==> src/rtl/example_pkg.sv <==
// Shared constants, payload type and width helper for the stream FIFO and its bench.
package example_pkg;

  localparam int EX_DATA_W = 8;
  localparam int EX_DEPTH  = 16;
  localparam int EX_AF_LVL = 12;

  typedef logic [EX_DATA_W-1:0] ex_data_t;

  // Occupancy needs one bit more than the pointers so that DEPTH itself is representable.
  function automatic int cnt_w(input int depth);
    return $clog2(depth) + 1;
  endfunction

endpackage

==> src/rtl/fifo_sdp_ram.sv <==
// Simple dual-port storage: synchronous write, asynchronous read, no reset.
module fifo_sdp_ram #(
  parameter int DATA_W = 8,
  parameter int DEPTH  = 16,
  parameter int AW     = $clog2(DEPTH)
) (
  input  logic              clk,
  input  logic              we,
  input  logic [AW-1:0]     waddr,
  input  logic [DATA_W-1:0] wdata,
  input  logic [AW-1:0]     raddr,
  output logic [DATA_W-1:0] rdata
);

  logic [DATA_W-1:0] mem [DEPTH];

  always_ff @(posedge clk) begin
    if (we) mem[waddr] <= wdata;
  end

  assign rdata = mem[raddr];

endmodule

==> src/rtl/stream_fifo.sv <==
// Valid/ready stream FIFO with first-word-fall-through head, almost-full flag
// and a sticky overflow flag.
module stream_fifo
  import example_pkg::*;
#(
  parameter int DATA_W = EX_DATA_W,
  parameter int DEPTH  = EX_DEPTH,
  parameter int AF_LVL = EX_AF_LVL
) (
  input  logic                      clk,
  input  logic                      rst_n,
  input  logic                      s_valid,
  output logic                      s_ready,
  input  logic [DATA_W-1:0]         s_data,
  output logic                      m_valid,
  input  logic                      m_ready,
  output logic [DATA_W-1:0]         m_data,
  output logic [cnt_w(DEPTH)-1:0]   count,
  output logic                      almost_full,
  output logic                      ovf_err,
  input  logic                      clr_err
);

  localparam int AW = $clog2(DEPTH);
  localparam int CW = cnt_w(DEPTH);

  logic [AW-1:0] wr_ptr;
  logic [AW-1:0] rd_ptr;
  logic          full;
  logic          empty;
  logic          wr_fire;
  logic          rd_fire;

  // Flags come only from the registered count, so no input reaches an output combinationally.
  assign full        = (count == CW'(DEPTH));
  assign empty       = (count == '0);
  assign s_ready     = !full;
  assign m_valid     = !empty;
  assign almost_full = (count >= CW'(AF_LVL));
  assign wr_fire     = s_valid && s_ready;
  assign rd_fire     = m_valid && m_ready;

  always_ff @(posedge clk) begin
    if (!rst_n) begin
      wr_ptr  <= '0;
      rd_ptr  <= '0;
      count   <= '0;
      ovf_err <= 1'b0;
    end else begin
      if (wr_fire) wr_ptr <= wr_ptr + AW'(1);
      if (rd_fire) rd_ptr <= rd_ptr + AW'(1);
      if (wr_fire && !rd_fire)      count <= count + CW'(1);
      else if (rd_fire && !wr_fire) count <= count - CW'(1);
      // Set has priority over clear so a violation in the clearing cycle is not lost.
      if (s_valid && !s_ready) ovf_err <= 1'b1;
      else if (clr_err)        ovf_err <= 1'b0;
    end
  end

  // Writes are suppressed during reset so a discarded beat never lands in storage.
  fifo_sdp_ram #(
    .DATA_W(DATA_W),
    .DEPTH (DEPTH)
  ) u_ram (
    .clk  (clk),
    .we   (wr_fire && rst_n),
    .waddr(wr_ptr),
    .wdata(s_data),
    .raddr(rd_ptr),
    .rdata(m_data)
  );

endmodule

==> config.mk <==
export PLATFORM = sky130hd
export DESIGN_NAME = stream_fifo
export DESIGN_NICKNAME = d
export VERILOG_FILES = /design/src/rtl/example_pkg.sv /design/src/rtl/fifo_sdp_ram.sv /design/src/rtl/stream_fifo.sv
export SDC_FILE = /design/constraint.sdc
export NUM_CORES = 1
export LEC_CHECK = 0
export CAP_MARGIN = 25
export CORE_ASPECT_RATIO = 1.2
export CORE_MARGIN = 4
export CORE_UTILIZATION = 55
export DETAILED_ROUTE_END_ITERATION = 12
export PLACE_DENSITY = 0.74
export SYNTH_ARGS = -nofsm -noshare
export SYNTH_HDL_FRONTEND = slang
export SYNTH_HIERARCHICAL = 1
export SYNTH_SLANG_ARGS = --single-unit
export TNS_END_PERCENT = 100
==> constraint.sdc <==
create_clock -name clk -period 7.6 [get_ports clk]
set_clock_uncertainty 0.15 [all_clocks]
set_input_delay 1.52 -clock clk [delete_from_list [all_inputs] [get_ports clk]]
set_output_delay 1.52 -clock clk [all_outputs]
set_load 0.05 [all_outputs]
==> reports/results.ini <==
[run_status]
status=completed

[timing]
rsz0062_at_grt=false
slew_headroom=0.301
fin_tns_setup_ps=0
min_period_ps=4810
setup_violations=0
finalMaxSlewViolations=0
max_freq_ghz=0.208
fin_crit_sh=0.634
worst_pin_slew_ps=1040
final_hold_viol_count=0
setup_ws_ps=2790

[logic_synthesis]
synth_area_leader_cell=edfxtp_1
postSynthRegisterBits=142
synth_cell_types=40
synth_edf_count=128
synth_area_leaders=edfxtp_1 66%, mux4_2 7.0%, mux4_1 6.3%
yosys_warnings=6
synth_top_area_frac=0.663
yosysSeqAreaShare=0.712
synth_nets=328
avgSynthCellArea_sq_um=18.8
synthFlopType=edfxtp_1
syn_inst=308
async_flop_share=0
synth_area_sq_mm=0.00580

[route]
drtIter0Drc=168
remaining_drc_errors=0
ant_nets=0
vias_per_cell=6.06
routed_wl_microns=11300
num_vias=2949
avgRoutedWirePerCell_microns=23.2
firstDrtPassIters=4

[setup_path]
reg2reg_depth=8
end_kind=output port
worst-path-max-fanout=22
cp_data_required_time_ps=5930
crit_type=reg -> out
cp_data_arrival_time_ps=3140
start_kind=flop

[layout]
areaGrowthSynthToFinish_pct=17.4
fill_cells=687
regArea_sq_mm=0.00413
final_cell_mix=128 x edfxtp_1, 29 x clkdlybuf4s50_1, 19 x clkbuf_16
antenna_cells=0
finalInstanceArea_sq_mm=0.00680
final_nets=368
multi_input_area_sq_mm=0.00156
final_common_cell=edfxtp_1
drive_above_1_share=0.169

[die]
core-area_sq_mm=0.0102
pin_count=30
die_y_microns=120
die-width_microns=102
initial_core_util=0.570
num_rows=40
die-area_sq_mm=0.0123

[global_route]
antenna_found_initial=0
grtUsageTotal=0.205
grt_pass1_wl_microns=17900
grt_max_degree=23
overflow=0
first_global_vias=3131

[clocking]
cts_max_level=4
cts_setup_buffers=0
clk_latency_ps=400
cts_root_buf=clkbuf_16
clockBufferDepth=2
cts_sinks=142
numCtsBuffers=17
cts_hold_repair.buffers=0
cts-resized-gates=0
cts_tree=done
path_clk_slew_ps=60

[place]
dpl_worst_slack_ps=3090
place.gp.congestion=0.807
dp_hpwl_microns=7070
portBuffers=29
dpl-instance-area_sq_mm=0.00618

[power]
ir_drop_uv=234
p_per_area_mw_per_mm2=347
power_leakage_nw=2.27

[min_path]
hold_depth=2
hp-class=reg -> reg

[job]
drv_cap=0

==> state kept, by name, indices dropped and copies added (netlist names) <==
register,flops
u_ram/mem,128
wr_ptr,4
rd_ptr,4
count,5
ovf_err,1
==> worst max-delay path: stages, from the launching register on <==
cell,delay (ps)
dfxtp_2,610
buf_4,470
mux4_1,630
a22oi_1,190
nand2_1,90
clkdlybuf4s50_1,720
==> report_power, final <==
group / internal (mW) / switching, mW
Clock: 0.541 / 0.283
Combinational: 0.273 / 0.327
Sequential: 0.881 / 0.0580
==> per-layer routing <==
metal  part of all wire  track usage
met3              0.062       0.0594
met4             0.0070       0.0540
met2               0.52        0.337
met5                  0            0
met1               0.41        0.270
==> per-stage QoR <==
stage	instances	utilization	power, mW	hold slack, ps
detailed placement	453	0.608	1.56	361
floorplan	308	-	1.41	325
finish	487	0.670	2.36	371
global placement	453	0.608	1.54	340
global route	487	0.670	2.47	427
CTS	485	0.668	2.38	371
==> cells by family after synthesis <==
group / share of synthesized area
adders and majority gates: 0.0164
buffers and inverters: 0.0203
xor gates and xnor gates: 0.00756
DFF: 0.712
and+or+nand+nor: 0.0626
AOI/OAI and AO/OA: 0.0378
muxes: 0.144
==> layout make-up <==
type / count / area share
Clock buffer: 28 / 0.0837
Clock inverter: 4 / 0.00662
Inverter: 4 / 0.00221
Multi-Input combinational cell: 148 / 0.229
Sequential cell: 142 / 0.606
Tap cell: 126 / 0.0232
Timing Repair Buffer: 35 / 0.0489
==> path summary, 6_finish.rpt <==
path,slack [ps],end,start
worst max-delay path,2790,m_data[0],rd_ptr[0]
worst min-delay path,370,wr_ptr[3],wr_ptr[3]
worst max register to register,4630,count[4],count[1]
worst min register to register,370,wr_ptr[3],wr_ptr[3]
==> Yosys cell counts, drive strengths merged (3+ instances only) <==
| master | number |
|---|---|
| edfxtp | 128 |
| mux4 | 32 |
| nor3 | 5 |
| dfxtp | 14 |
| a22oi | 16 |
| and2 | 8 |
| nand2b | 6 |
| nor2 | 17 |
| nor2b | 4 |
| clkbuf | 3 |
| buf | 8 |
| inv | 4 |
| ha | 6 |
| clkdlybuf4s25 | 3 |
| xnor2 | 3 |
| nand2 | 16 |
| mux2i | 6 |
| nand3 | 4 |
| o21ai | 3 |
(Power assumes the default switching activity.)
